--- src/rtl/v810_pkg.sv ---
// rtl/v810_pkg.sv - shared types and constants for the v810 bus target
package v810_pkg;

  // Target FSM states
  typedef enum logic [2:0] {
    IDLE  = 3'd0,
    RDMEM = 3'd1,
    WAIT  = 3'd2,
    READY = 3'd3,
    WRMEM = 3'd4
  } tgt_state_t;

  // Bus status encodings; the target only captures them for debug visibility
  localparam logic [1:0] ST_INT_ACK  = 2'b00;
  localparam logic [1:0] ST_HALT_ACK = 2'b01;
  localparam logic [1:0] ST_DATA     = 2'b10;
  localparam logic [1:0] ST_FETCH    = 2'b11;

  // Address window decode: masked address must equal the window base
  function automatic logic window_hit(input logic [31:0] addr,
                                      input logic [31:0] base,
                                      input logic [31:0] mask);
    return (addr & mask) == base;
  endfunction

endpackage

--- src/rtl/v810_bus_target_wait.sv ---
// rtl/v810_bus_target_wait.sv - loadable 4-bit wait-state down-counter
module v810_bus_target_wait (
  input  logic       clk,
  input  logic       rst_n,
  input  logic       ce,
  input  logic       load,
  input  logic [3:0] load_val,
  input  logic       dec,
  output logic [3:0] count,
  output logic       last
);

  // Load wins over decrement; the counter saturates at zero
  always_ff @(posedge clk or negedge rst_n) begin
    if (!rst_n) begin
      count <= 4'd0;
    end else if (ce) begin
      if (load) begin
        count <= load_val;
      end else if (dec && (count != 4'd0)) begin
        count <= count - 4'd1;
      end
    end
  end

  // Final wait cycle is the one where the count is 1 (or already 0)
  assign last = (count <= 4'd1);

endmodule

--- src/rtl/v810_bus_target.sv ---
// rtl/v810_bus_target.sv - v810 external bus slave backed by a synchronous memory port
module v810_bus_target
  import v810_pkg::*;
#(
  parameter logic [31:0] ADDR_BASE   = 32'h0500_0000,
  parameter logic [31:0] ADDR_MASK   = 32'hFFF0_0000,
  parameter int          MEM_AW      = 18,
  parameter int          WAIT_STATES = 1,
  parameter bit          IO_SPACE    = 1'b0,
  parameter bit          BUS16       = 1'b0
) (
  input  logic              RESn,
  input  logic              CLK,
  input  logic              CE,
  input  logic [31:0]       A,
  input  logic [31:0]       D_I,
  output logic [31:0]       D_O,
  output logic              D_OE,
  input  logic [3:0]        BEn,
  input  logic [1:0]        ST,
  input  logic              DAn,
  input  logic              MRQn,
  input  logic              RW,
  input  logic              BCYSTn,
  output logic              READYn,
  output logic              SZRQn,
  output logic [MEM_AW-1:0] MEM_A,
  output logic              MEM_RE,
  output logic              MEM_WE,
  output logic [3:0]        MEM_BE,
  output logic [31:0]       MEM_WD,
  input  logic [31:0]       MEM_RD
);

  localparam logic [3:0] WS = 4'(WAIT_STATES);

  tgt_state_t state, state_next;

  logic       hit;
  logic       start;
  logic       complete;
  logic       cap_rw;
  logic [3:0] cap_be;
  logic [1:0] cap_st;
  logic [3:0] wait_count;
  logic       wait_last;

  // A new cycle is only accepted while idle or while the previous write drains
  assign hit      = window_hit(A, ADDR_BASE, ADDR_MASK) && (MRQn == IO_SPACE);
  assign start    = !BCYSTn && hit && ((state == IDLE) || (state == WRMEM));
  assign complete = (state == READY) && !DAn;

  v810_bus_target_wait u_wait (
    .clk      (CLK),
    .rst_n    (RESn),
    .ce       (CE),
    .load     (start),
    .load_val (WS),
    .dec      (state == WAIT),
    .count    (wait_count),
    .last     (wait_last)
  );

  // State register, advancing only on enabled cycles
  always_ff @(posedge CLK or negedge RESn) begin
    if (!RESn) begin
      state <= IDLE;
    end else if (CE) begin
      state <= state_next;
    end
  end

  // Next-state decode
  always_comb begin
    state_next = state;
    case (state)
      IDLE, WRMEM: begin
        if (start) begin
          if (RW) begin
            state_next = RDMEM;
          end else if (WS == 4'd0) begin
            state_next = READY;
          end else begin
            state_next = WAIT;
          end
        end else begin
          state_next = IDLE;
        end
      end
      RDMEM:   state_next = (wait_count == 4'd0) ? READY : WAIT;
      WAIT:    if (wait_last) state_next = READY;
      READY:   if (!DAn) state_next = cap_rw ? IDLE : WRMEM;
      default: state_next = IDLE;
    endcase
  end

  // Bus handshake; READYn is withheld while DAn is high so the CPU sees no early ready
  assign READYn = !complete;
  assign SZRQn  = !(complete && BUS16);
  assign D_OE   = (state == READY) && cap_rw;

  // Cycle capture, memory strobes and read/write data registers
  always_ff @(posedge CLK or negedge RESn) begin
    if (!RESn) begin
      D_O    <= 32'd0;
      MEM_A  <= '0;
      MEM_RE <= 1'b0;
      MEM_WE <= 1'b0;
      MEM_BE <= 4'd0;
      MEM_WD <= 32'd0;
      cap_rw <= 1'b0;
      cap_be <= 4'd0;
      cap_st <= 2'd0;
    end else if (CE) begin
      MEM_RE <= 1'b0;
      MEM_WE <= 1'b0;
      if (start) begin
        MEM_A  <= A[MEM_AW+1:2];
        MEM_RE <= RW;
        cap_rw <= RW;
        cap_be <= ~BEn;
        cap_st <= ST;
      end
      if (state == RDMEM) begin
        D_O <= MEM_RD;
      end
      if (complete && !cap_rw) begin
        MEM_WD <= D_I;
        MEM_BE <= cap_be;
        MEM_WE <= 1'b1;
      end
    end
  end

endmodule

--- config.mk ---
export PLATFORM = sky130hd
export DESIGN_NAME = v810_bus_target
export DESIGN_NICKNAME = d
export VERILOG_FILES = /design/src/rtl/v810_pkg.sv /design/src/rtl/v810_bus_target_wait.sv /design/src/rtl/v810_bus_target.sv
export SDC_FILE = /design/constraint.sdc
export NUM_CORES = 1
export LEC_CHECK = 0
export ABC_AREA = 1
export CAP_MARGIN = 0
export CORE_MARGIN = 2
export CORE_UTILIZATION = 35
export DETAILED_ROUTE_END_ITERATION = 16
export GPL_TIMING_DRIVEN = 1
export PLACE_DENSITY = 0.76
export SLEW_MARGIN = 20
export SYNTH_ARGS = -nofsm -noshare
export SYNTH_HDL_FRONTEND = slang
export SYNTH_SLANG_ARGS = --single-unit
--- constraint.sdc ---
create_clock -name CLK -period 1.7 [get_ports CLK]
set_input_delay 0.17 -clock CLK [delete_from_list [all_inputs] [get_ports CLK]]
set_output_delay 0.17 -clock CLK [all_outputs]
set_load 0.01 [all_outputs]
; After elaboration in Yosys (flattened, before gate mapping)
; Index checks and enable logic that the tools add are counted.
; W data, S select, Z words.
[word_totals]
elab_cells = 54
output_inout_bits = 91
regBits = 100
in_bits = 109
[op_classes]
n_reduce_logical = 22
addsub = 1
n_lt_le_gt_ge = 1
bitwise = 2
eq_ne = 7
muxes = 11
[op_table]
columns = operator, n
row1 = $eq A12 B7 Y1 const B, 1
row2 = $mux W3, 4
row3 = $pmux W3 S4, 1
row4 = $mux W4, 2
row5 = $reduce_and A2 Y1, 4
row6 = $logic_and A1 B1 Y1, 7
row7 = $eq A3 B2 Y1 const B, 2
row8 = $le A4 B1 Y1 const B, 1
row9 = $logic_not A1 Y1, 4
row10 = $logic_not A4 Y1, 1
row11 = $ne A2 B2 Y1 const B, 2
row12 = $not A4 Y4, 1
row13 = $reduce_bool A4 Y1, 1
row14 = $sub A4 B1 Y4 const B, 1
row15 = $eq A3 B1 Y1 const B, 1
row16 = $eq A3 B3 Y1 const B, 1
row17 = $logic_not A3 Y1, 1
row18 = $mux W1, 3
row19 = $reduce_and A3 Y1, 1
row20 = $mux W2, 1
row21 = $reduce_bool A2 Y1, 1
row22 = $reduce_or A2 Y1, 1
row23 = $logic_or A1 B1 Y1, 1
row24 = $not A1 Y1, 1

; Logic depth before layout (Yosys ltp)
; Gate-level depths: netlist of run 1.
[depth]
word_depth = 6
depth_mapped = 9
mapped_depth_nobuf = 9

; Cells and area by module
; A second synthesis of run 1 with hierarchy kept.
[unflattened]
hier_cells = 423
hier_area_um2 = 4342.9
[modules_own_cells]
columns = module, area_each_um2, n_inst, cells_per_inst, seq_area_each_um2
row1 = v810_bus_target, 4047.6, 1, 381, 2402.3
row2 = v810_bus_target_wait, 295.3, 1, 42, 100.1

; Least setup slack after synthesis of run 1
; OpenSTA, ideal clock, no wires.
[synth_path]
path_kind = register -> register
from = register state[1]
to = register u_wait.count[1]
path_stages_with_launch = 9
required_ps = 1582
path_buffers = 2
setup_time_ps = 118
synth_period_minus_slack_ps = 1331
arrival_ps = 1213
path_slack_ps = 369
cell_sequence = dfrtp_1 -> nor2_1 -> nand2_1 -> nor2_4 -> nand3_2 -> buf_6 -> buf_6 -> nand3_1 -> nand2_1
[synth_between]
elab_chain_len = 5
word_cells_on_any_way = 9
cone_classes = eq/ne (2) / mux (1) / reduce/logical (6)
[synth_lines]
columns = item, line
row1 = start: declaration, v810_bus_target.sv:37  ; tgt_state_t state, state_next;
row2 = start signal: assignment, v810_bus_target.sv:69  ; state <= state_next;
row3 = $eq A3 B3 Y1 or $logic_not A3 Y1 (tied branches), v810_bus_target.sv:50  ; assign start = !BCYSTn && hit && ((state == IDLE) || (state == WRMEM));
row4 = $logic_or A1 B1 Y1, v810_bus_target.sv:50
row5 = $logic_and A1 B1 Y1, v810_bus_target.sv:50
row6 = $reduce_bool A2 Y1 (no source line), --
row7 = $reduce_and A2 Y1 (no source line), --
row8 = end signal: assignment, v810_bus_target_wait.sv:19  ; count <= load_val;
row9 = end signal: assignment, v810_bus_target_wait.sv:21  ; count <= count - 4'd1;
row10 = end: declaration, v810_bus_target_wait.sv:9  ; output logic [3:0] count,
; Several ways; a longest one is shown, not always the timed one.
; A chain may end at the register's enable or synchronous reset.

; Worst setup path after layout of run 1
[layout_path]
from = register state[2]
to = output port READYn
[layout_between]
elab_chain_len = 3
[layout_lines]
columns = item, line
row1 = $eq A3 B2 Y1, v810_bus_target.sv:51  ; assign complete = (state == READY) && !DAn;
row2 = $logic_and A1 B1 Y1, v810_bus_target.sv:51
row3 = $logic_not A1 Y1, v810_bus_target.sv:98  ; assign READYn = !complete;
row4 = end: declaration, v810_bus_target.sv:25  ; output logic READYn,
; No other way between the ends.

==> results of run 1 <==
-- per-stage QoR --
step           instance area (um^2)  worst slack [ns]  setup TNS [ns]  instances  power [mW]
2_1_floorplan                  4340             0.369               0        482        4.98
6_report                       6830            0.0659               0        856        8.83
4_1_cts                        6800            0.0354               0        854        8.93
3_3_place_gp                   6520            0.0821               0        837        6.84
5_1_grt                        6830         -0.000814       -0.000814        856        9.45
3_5_place_dp                   6520            0.0569               0        837        6.97
-- path summary, 6_finish.rpt --
path / start / endpoint / slack [ns] / depth (start not counted)
setup / recovery: state[2]$_DFFE_PN0P_ / READYn / 0.07 / 6
hold / removal: RESn / MEM_WD[22]$_DFFE_PN0P_ / 0.31 / 2
setup reg to reg: state[1]$_DFFE_PN0P_ / MEM_A[12]$_DFFE_PN0P_ / 0.21 / 8
hold reg to reg: D_O[29]$_DFFE_PN0P_ / D_O[29]$_DFFE_PN0P_ / 0.47 / 2
max in group asynchronous: RESn / MEM_WD[2]$_DFFE_PN0P_ / 0.73 / 3
min in group CLK: MEM_RD[13] / D_O[13]$_DFFE_PN0P_ / 0.37 / 3
-- state kept, by name (all words and copies together), names as in the netlist --
| name | flops |
|---|---|
| MEM_A | 18 |
| MEM_WD | 32 |
| cap_rw | 1 |
| cap_be | 4 |
| u_wait.count | 4 |
| D_O | 32 |
| MEM_RE | 1 |
| state | 3 |
| MEM_WE | 1 |
| MEM_BE | 4 |
-- routing by layer --
metal,vias up,global-route usage,routed length (um)
li1,1891,-,-
met1,1772,0.202,4540
met2,132,0.289,5500
met3,23,0.0459,723
met4,0,0.0707,303
met5,-,0,0
-- critical path, stage by stage (launching register included) --
cell	delay, ns
dfrtp_1	0.39
inv_2	0.07
nand2_1	0.07
nor2_2	0.13
inv_1	0.06
or2_2	0.28
buf_6	0.13
-- cell usage in the layout, fill, tap and decap left out, types with 2 or more instances in the layout --
cell type,instances
clkdlybuf4s50_1,191
nand2_1,150
dfrtp_1,100
inv_1,68
nand3_1,42
o21ai_2,33
nor2_1,18
buf_4,15
o21ai_1,14
o21ai_0,13
clkbuf_16,9
buf_12,5
clkinv_2,4
inv_2,3
nand4_1,3
ha_1,3
or2_2,2
inv_6,2
-- power by group --
| part | total [mW] | internal (mW) | switching, mW |
|---|---|---|---|
| Clock | 1.92 | 1.03 | 0.891 |
| Combinational | 3.42 | 1.86 | 1.56 |
| Sequential | 3.49 | 3.09 | 0.398 |
| Total | 8.83 | 5.98 | 2.85 |
-- what timing repair did --
item | 4_1_cts | 5_1_grt
resized for setup | 5 | 3
hold buffers | 1 | 0
pin swaps | 0 | 1
setup buffers | 0 | 2
endpoints found under the hold margin | 30 | 0
endpoints found under the setup margin | 2 | 2
-- Yosys cell counts (all sizes together) --
| cell | instances |
|---|---|
| a21oi | 1 |
| buf | 16 |
| clkbuf | 8 |
| conb | 1 |
| dfrtp | 100 |
| ha | 3 |
| inv | 71 |
| nand2 | 150 |
| nand3 | 44 |
| nand4 | 3 |
| nor2 | 20 |
| nor3 | 2 |
| o21ai | 60 |
| or2 | 3 |
-- logic make-up (layout without fill, tap and decap cells) --
group                      after synthesis  after routing  synth area share
DFF                                    100            100             0.577
adders and majority gates                3              3           0.00865
other                                    1              1          0.000864
AOI/OAI and AO/OA                       61             61            0.0989
and+or+nand+nor                        222            222             0.215
buffers and inverters                   95            301            0.0998
-- final cells by class --
type,count,share of cell area
inverters,71,0.0390
well taps,168,0.0308
multi-input cells,287,0.207
repair buffers,214,0.316
flip-flops and latches,100,0.367
clock inverters,6,0.00550
clock buffers,10,0.0350
==> impl_metrics.ini, run 1 <==
[cts]
cts_buffer_depth = 2
cts_root_buf = clkbuf_16
cts_sinks = 100
htree_levels = 3
cts.clk_slew.worst_paths_ns = 0.07
worst_skew_pair.late_latency_ns = 0.34
cts_buffers = 9
cts_tree = yes

[floorplanning]
start_util = 0.360
die_height_um = 115
core-area_um2 = 12100
die_area_um2 = 13300
dieWidth_um = 115
rows = 40
num_io_pins = 200

[sta]
final-max-slew-violation-count = 0
setup_viol = 0
fin_hold_ws_ns = 0.311
period_share = 0.961
hold_viol = 0
fin_crit_ns = 1.63
max_freq_mhz = 612
finClkSkew_ns = 0.00528

[global_route]
overflow = 0
grt_pass1_wl_um = 17900
track_usage = 0.170
grt_max_degree = 40
antenna_found_initial = 0
grt_pass1_vias = 3855

[critical_path]
path_class = flop to output port
end_kind = output port
crit_fanout = 2
required_ns = 1.53
cp.arrival_ns = 1.46
start_kind = flop

[synth]
yosysSeqAreaShare = 0.577
syn_inst = 482
yosysUniqueCellTypes = 25
synth.area.top_cells = dfrtp_1 (58%), nand2_1 (13%), o21ai_2 (6.7%)
synth_warnings = 0
synth_fp_nets = 594
synth_top_cell_by_area = dfrtp_1
synth_top_area_frac = 0.577
synth.avg_cell_area_um2 = 9.00
syn_area_um2 = 4340
synth-seq-cells = 100

[status]
outcome = completed

[placed_design]
dp.final_hpwl_um = 8380
gp_congestion = 0.812
port_buffers = 194

[power_and_ir_drop]
power_density_nw_per_um2 = 1290
peakVddDrop_mv = 0.565
p_leak_nw = 3.31

[drt]
drt_iter0_markers = 160
drc = 0
dr.pass1.iters = 4
wirelength_um = 11100
viasPerCell = 4.46
vias = 3818
detail_route.wl_per_cell_um = 12.9
ant_nets = 0

[layout]
drive_gt1_frac = 0.116
fillers = 1075
n_antenna_cell = 0
regArea_um2 = 2500
syn_to_final_growth_pct = 57.3
fin_util = 0.566
multi_input_area_um2 = 1420
final_nets = 795

[flow_run]
maxCapViolCount = 0

[min_path]
hp-class = primary input to async pin
Power figures use the tool's default switching activity.
==> inputs of run 2 (changes only) <==
==> constraint.sdc (replaced) <==
create_clock -name CLK -period 2 [get_ports CLK]
set_input_delay 0.2 -clock CLK [delete_from_list [all_inputs] [get_ports CLK]]
set_output_delay 0.2 -clock CLK [all_outputs]
set_load 0.01 [all_outputs]
==> run 2 against run 1 <==
Effect of this change:
- clock power shrank 9%
- critical path type unchanged
- total power fell by 15%
- largest cell class unchanged
- non-clock buffer count is 7 lower
- first-iteration DRC count shrank 1.3%
==> impl_metrics.ini, run 2 (synthesis gave the netlist of run 1 again) <==
[status]
outcome = completed

[layout]
top_regs = D_O: 32 flops, MEM_WD: 32 flops, MEM_A: 18 flops
n_antenna_cell = 0
fillers = 1081
mostFrequentLayoutCells = clkdlybuf4s50_1 (191), nand2_1 (150), dfrtp_1 (100)
fin_cells = 849
drive_gt1_frac = 0.104
final_nets = 788
layout_commonest_cell = clkdlybuf4s50_1
syn_to_final_growth_pct = 55.8

[critical_path]
reg2reg_depth = 6
slowest_stage = dfrtp_1
timing.rr.start = state[1]$_DFFE_PN0P_
slowest_delay_ns = 0.41
r2r-end = MEM_A[3]$_DFFE_PN0P_
end_kind = output port
path_class = flop to output port
r2r_setup_slack_ns = 0.56
worst-path-buf-inv = 3
critPathTopFamily = simple AND/OR/NAND/NOR gates
start_kind = flop
crit_fanout = 3
cp.arrival_ns = 1.67
path_common_cell = inv_1
crit_chain = inv_1 > nand2_1 > nor2_2 > inv_1 > or2_2 > dlygate4sd2_1
required_ns = 1.80

[power_and_ir_drop]
p_leak_nw = 3.26
peakVddDrop_mv = 0.500
p_seq_frac = 0.395
p_sw_frac = 0.320
power_density_nw_per_um2 = 1120
power.share.combinational = 0.374
p_switching_mw = 2.41
pwr-share-clk = 0.231
p_int_mw = 5.14

[cts]
cts_sinks = 100
worst_skew_pair.late_latency_ns = 0.34
htree_levels = 3
cts_root_buf = clkbuf_16
cts.clk_slew.worst_paths_ns = 0.07
cts_buffers = 9
post_cts_buffers = 0
cts_buffer_depth = 2
cts_tree = yes

[sta]
period_share = 0.934
fin_crit_ns = 1.87
worst_slack_ns = 0.133
tightest_slew_ns = 0.551
finClkSkew_ns = 0.00620
relSlewSlack = 0.633
hold_viol = 0
setup_viol = 0
final-max-slew-violation-count = 0
setup_tns_ns = 0
max_freq_mhz = 536
rsz0062_at_grt = false

[global_route]
grtUsageMet3 = 0.0348
track_usage = 0.167
grt_max_degree = 67
overflow = 0
use_met1 = 0.209
grt_pass1_vias = 3810
grt-busiest-layer = met2
grt_pass1_wl_um = 17700
antenna_found_initial = 0
met2_usage = 0.294

[floorplanning]
num_io_pins = 200
rows = 40
die_height_um = 115
start_util = 0.360
dieWidth_um = 115
die_area_um2 = 13300
core-area_um2 = 12100

[placed_design]
dp.cells = 832
port_buffers = 194
pre_cts_ws_ns = 0.246
gp_congestion = 0.815
dp.final_hpwl_um = 8090

[drt]
vias = 3767
ant_nets = 0
viasPerCell = 4.44
drc = 0
detail_route.wl_per_cell_um = 12.7
wirelength_um = 10800
dr.pass1.iters = 4
drt_iter0_markers = 158

[min_path]
min_from = D_I[10]
hold-path-cell-count = 3
holdPathEnd = MEM_WD[10]$_DFFE_PN0P_
hp-class = primary input to flop

[flow_run]
maxCapViolCount = 0
-- run 2: cell count changes in the layout (fill, tap and decap cells not counted), sizes merged --
| cell | previous run | this run |
|---|---|---|
| dlymetal6s2s | 0 | 1 |
| inv | 73 | 72 |
| clkbuf | 10 | 9 |
| clkinvlp | 0 | 3 |
| buf | 21 | 13 |
| clkinv | 4 | 2 |
| bufinv | 0 | 1 |
-- run 2: routing by layer --
| metal | part of all wire | wire length (um) | vias up |
|---|---|---|---|
| li1 | - | - | 1870 |
| met1 | 0.42 | 4530 | 1755 |
| met2 | 0.51 | 5520 | 132 |
| met3 | 0.061 | 656 | 10 |
| met4 | 0.010 | 108 | 0 |
| met5 | 0 | 0 | - |
-- run 2: layout make-up --
class | instances | area [um^2] | area share
clock buffer | 9 | 225 | 0.0333
clock inverter | 7 | 75.1 | 0.0111
inverter | 71 | 267 | 0.0394
multi-input combinational | 287 | 1420 | 0.209
sequential | 100 | 2500 | 0.370
tap | 168 | 210 | 0.0311
timing repair buffer | 207 | 2070 | 0.306
-- run 2: how the worst max path moves through the flow --
stage	startpoint	endpoint	depth (start not counted)
2_1_floorplan	state[1]$_DFFE_PN0P_	u_wait.count[1]$_DFFE_PN0P_	8
6_report	state[2]$_DFFE_PN0P_	READYn	6
3_5_place_dp	A[26]	MEM_A[2]$_DFFE_PN0P_	8
3_3_place_gp	DAn	READYn	3
4_1_cts	state[2]$_DFFE_PN0P_	D_OE	6
5_1_grt	state[2]$_DFFE_PN0P_	READYn	6
-- run 2: timing repair --
item,4_1_cts,5_1_grt
endpoints found under the hold margin,38,0
resized for setup,1,1
hold buffers,1,0
endpoints found under the setup margin,1,1
-- run 2: through the flow --
step	power, mW	hold slack, ns	instance area, um^2	utilization
2_1_floorplan	4.23	-0.0956	4340	-
3_3_place_gp	5.78	0.228	6450	0.535
3_5_place_dp	5.88	0.230	6450	0.535
4_1_cts	7.67	0.397	6760	0.560
5_1_grt	8.09	0.410	6760	0.560
6_report	7.55	0.407	6760	0.560
-- run 2: power by group through the flow --
| stage | clock, mW | sequential, mW | combinational (mW) |
|---|---|---|---|
| after floorplan | 0 | 3.24 | 0.989 |
| after global placement | 0 | 2.98 | 2.80 |
| after detailed placement | 0 | 3.01 | 2.87 |
| after CTS | 1.81 | 2.98 | 2.88 |
| after global routing | 1.90 | 3.07 | 3.13 |
| final | 1.74 | 2.98 | 2.83 |
-- run 2: worst min-delay path: stages --
cell             delay (ns)
clkdlybuf4s50_1        0.39
inv_1                  0.06
o21ai_2                0.05
==> inputs of run 3 (changes only) <==
--- a/config.mk
+++ b/config.mk
@@ -11,7 +11,7 @@
 export CORE_UTILIZATION = 35
 export DETAILED_ROUTE_END_ITERATION = 16
 export GPL_TIMING_DRIVEN = 1
-export PLACE_DENSITY = 0.76
+export PLACE_DENSITY = 0.78
 export SLEW_MARGIN = 20
 export SYNTH_ARGS = -nofsm -noshare
 export SYNTH_HDL_FRONTEND = slang
==> constraint.sdc (replaced) <==
create_clock -name CLK -period 1.6 [get_ports CLK]
set_input_delay 0.16 -clock CLK [delete_from_list [all_inputs] [get_ports CLK]]
set_output_delay 0.16 -clock CLK [all_outputs]
set_load 0.01 [all_outputs]
==> run 3 against run 2 <==
Effect of this change:
- design area rose by 1.5%
- critical endpoint unchanged
- total power rose by 27%
- die area did not move
- sequential power rose by 24%
- highest routed layer unchanged
- combinational power rose by 31%
- global-route usage rose by 0.28 points
- register-to-register slack got worse by 0.45 ns
- clock power rose by 23%
==> impl_metrics.ini, run 3 (synthesis gave the netlist of run 1 again) <==
[sta]
worst_slack_ns = 0.0723
fin_crit_ns = 1.53
setup_tns_ns = 0
fin_hold_ws_ns = 0.341
finClkSkew_ns = 0.00852
rsz0062_at_grt = true
final-max-slew-violation-count = 0
period_share = 0.955
setup_viol = 0
hold_viol = 0
max_freq_mhz = 655

[drt]
vias = 3754
drc = 0
drt_iter0_markers = 159
ant_nets = 0
wirelength_um = 11000
dr.pass1.iters = 4
viasPerCell = 4.38
detail_route.wl_per_cell_um = 12.9

[floorplanning]
dieWidth_um = 115
start_util = 0.360
die_area_um2 = 13300
core-area_um2 = 12100
die_height_um = 115
num_io_pins = 200
rows = 40

[layout]
final_nets = 797
fillers = 1065
mostFrequentLayoutCells = clkdlybuf4s50_1 (191), nand2_1 (149), dfrtp_1 (100)
fin_cells = 857
syn_to_final_growth_pct = 58.1
final_area_um2 = 6860
n_antenna_cell = 0
layout_commonest_cell = clkdlybuf4s50_1
top_regs = D_O: 32 flops, MEM_WD: 32 flops, MEM_A: 18 flops
drive_gt1_frac = 0.122

[placed_design]
placed_area_um2 = 6540
port_buffers = 194
dp.cells = 839
dp.final_hpwl_um = 8160
pre_cts_ws_ns = -0.0271
gp_congestion = 0.802

[global_route]
grt_max_degree = 62
antenna_found_initial = 0
grt_pass1_vias = 3818
track_usage = 0.170
overflow = 0
grt_pass1_wl_um = 18000

[cts]
htree_levels = 3
cts_tree = yes
cts.clk_slew.worst_paths_ns = 0.07
cts_sinks = 100
worst_skew_pair.late_latency_ns = 0.34
cts_buffer_depth = 2
cts_buffers = 9
cts_root_buf = clkbuf_16

[critical_path]
path_class = flop to output port
required_ns = 1.44
slowest_stage = dfrtp_1
slowest_delay_ns = 0.39
crit_fanout = 2
start_kind = flop
cp.arrival_ns = 1.37
end_kind = output port
crit_chain = inv_2 > nand2_2 > nor2_2 > inv_1 > or2_4 > buf_6

[min_path]
hp-class = primary input to async pin

[power_and_ir_drop]
peakVddDrop_mv = 0.446
p_leak_nw = 3.33
power_density_nw_per_um2 = 1390

[flow_run]
maxCapViolCount = 0

[status]
outcome = completed
[run 3: cell types whose count changed in the layout (fill, tap and decap cells not counted), moves of 2 or more]
cell,before,now
buf_12,2,5
buf_4,11,16
buf_6,0,2
clkinv_2,1,3
clkinvlp_4,3,0
o21ai_0,13,9
o21ai_1,14,18
[run 3: power by group]
group / switching (mW) / internal, mW
combinational: 1.68 / 2.03
clock: 0.935 / 1.21
sequential: 0.426 / 3.28
[run 3: final timing paths]
kind	cells after the start	slack, ns	startpoint	to
setup / recovery	6	0.07	state[2]$_DFFE_PN0P_	READYn
max in group asynchronous	3	0.56	RESn	MEM_WD[21]$_DFFE_PN0P_
hold / removal	2	0.34	RESn	D_O[23]$_DFFE_PN0P_
hold reg to reg	2	0.47	D_O[7]$_DFFE_PN0P_	D_O[7]$_DFFE_PN0P_
min in group CLK	3	0.36	A[18]	MEM_A[16]$_DFFE_PN0P_
setup reg to reg	8	0.11	state[1]$_DFFE_PN0P_	MEM_A[7]$_DFFE_PN0P_
[run 3: cell type report]
type                            count  area (um^2)  share of cell area
Tap cell                          168          210              0.0306
Multi-Input combinational cell    287         1420               0.207
Clock inverter                      6         62.6             0.00912
Clock buffer                        9          225              0.0328
Timing Repair Buffer              216         2170               0.316
Sequential cell                   100         2500               0.365
Inverter                           71          267              0.0389
[run 3: critical path, delay by kind of cell, from the launching register on]
family                 cells  cell delay [ns]
buffers and inverters      3             0.25
flip-flops                 1             0.39
AND/OR/NAND/NOR            3             0.38
[run 3: timing repair]
action,CTS,global route
endpoints found under the setup margin,2,29
buffers inserted,2,0
pin swaps,1,2
gates cloned,0,0
resized for setup,12,7
hold buffers,1,0
endpoints found under the hold margin,33,0
[run 3: per-stage QoR]
stage / total power, mW / util
CTS: 9.66 / 0.569
finish: 9.56 / 0.569
global placement: 7.31 / 0.542
floorplan: 5.29 / -
detailed placement: 7.46 / 0.542
global route: 10.2 / 0.569
[run 3: per-layer routing]
layer  vias up  track usage  part of all wire
met2       114        0.293              0.52
met4         0       0.0659             0.015
met3        14       0.0353             0.050
li1       1885            -                 -
met1      1741        0.208              0.42
met5         -            0                 0
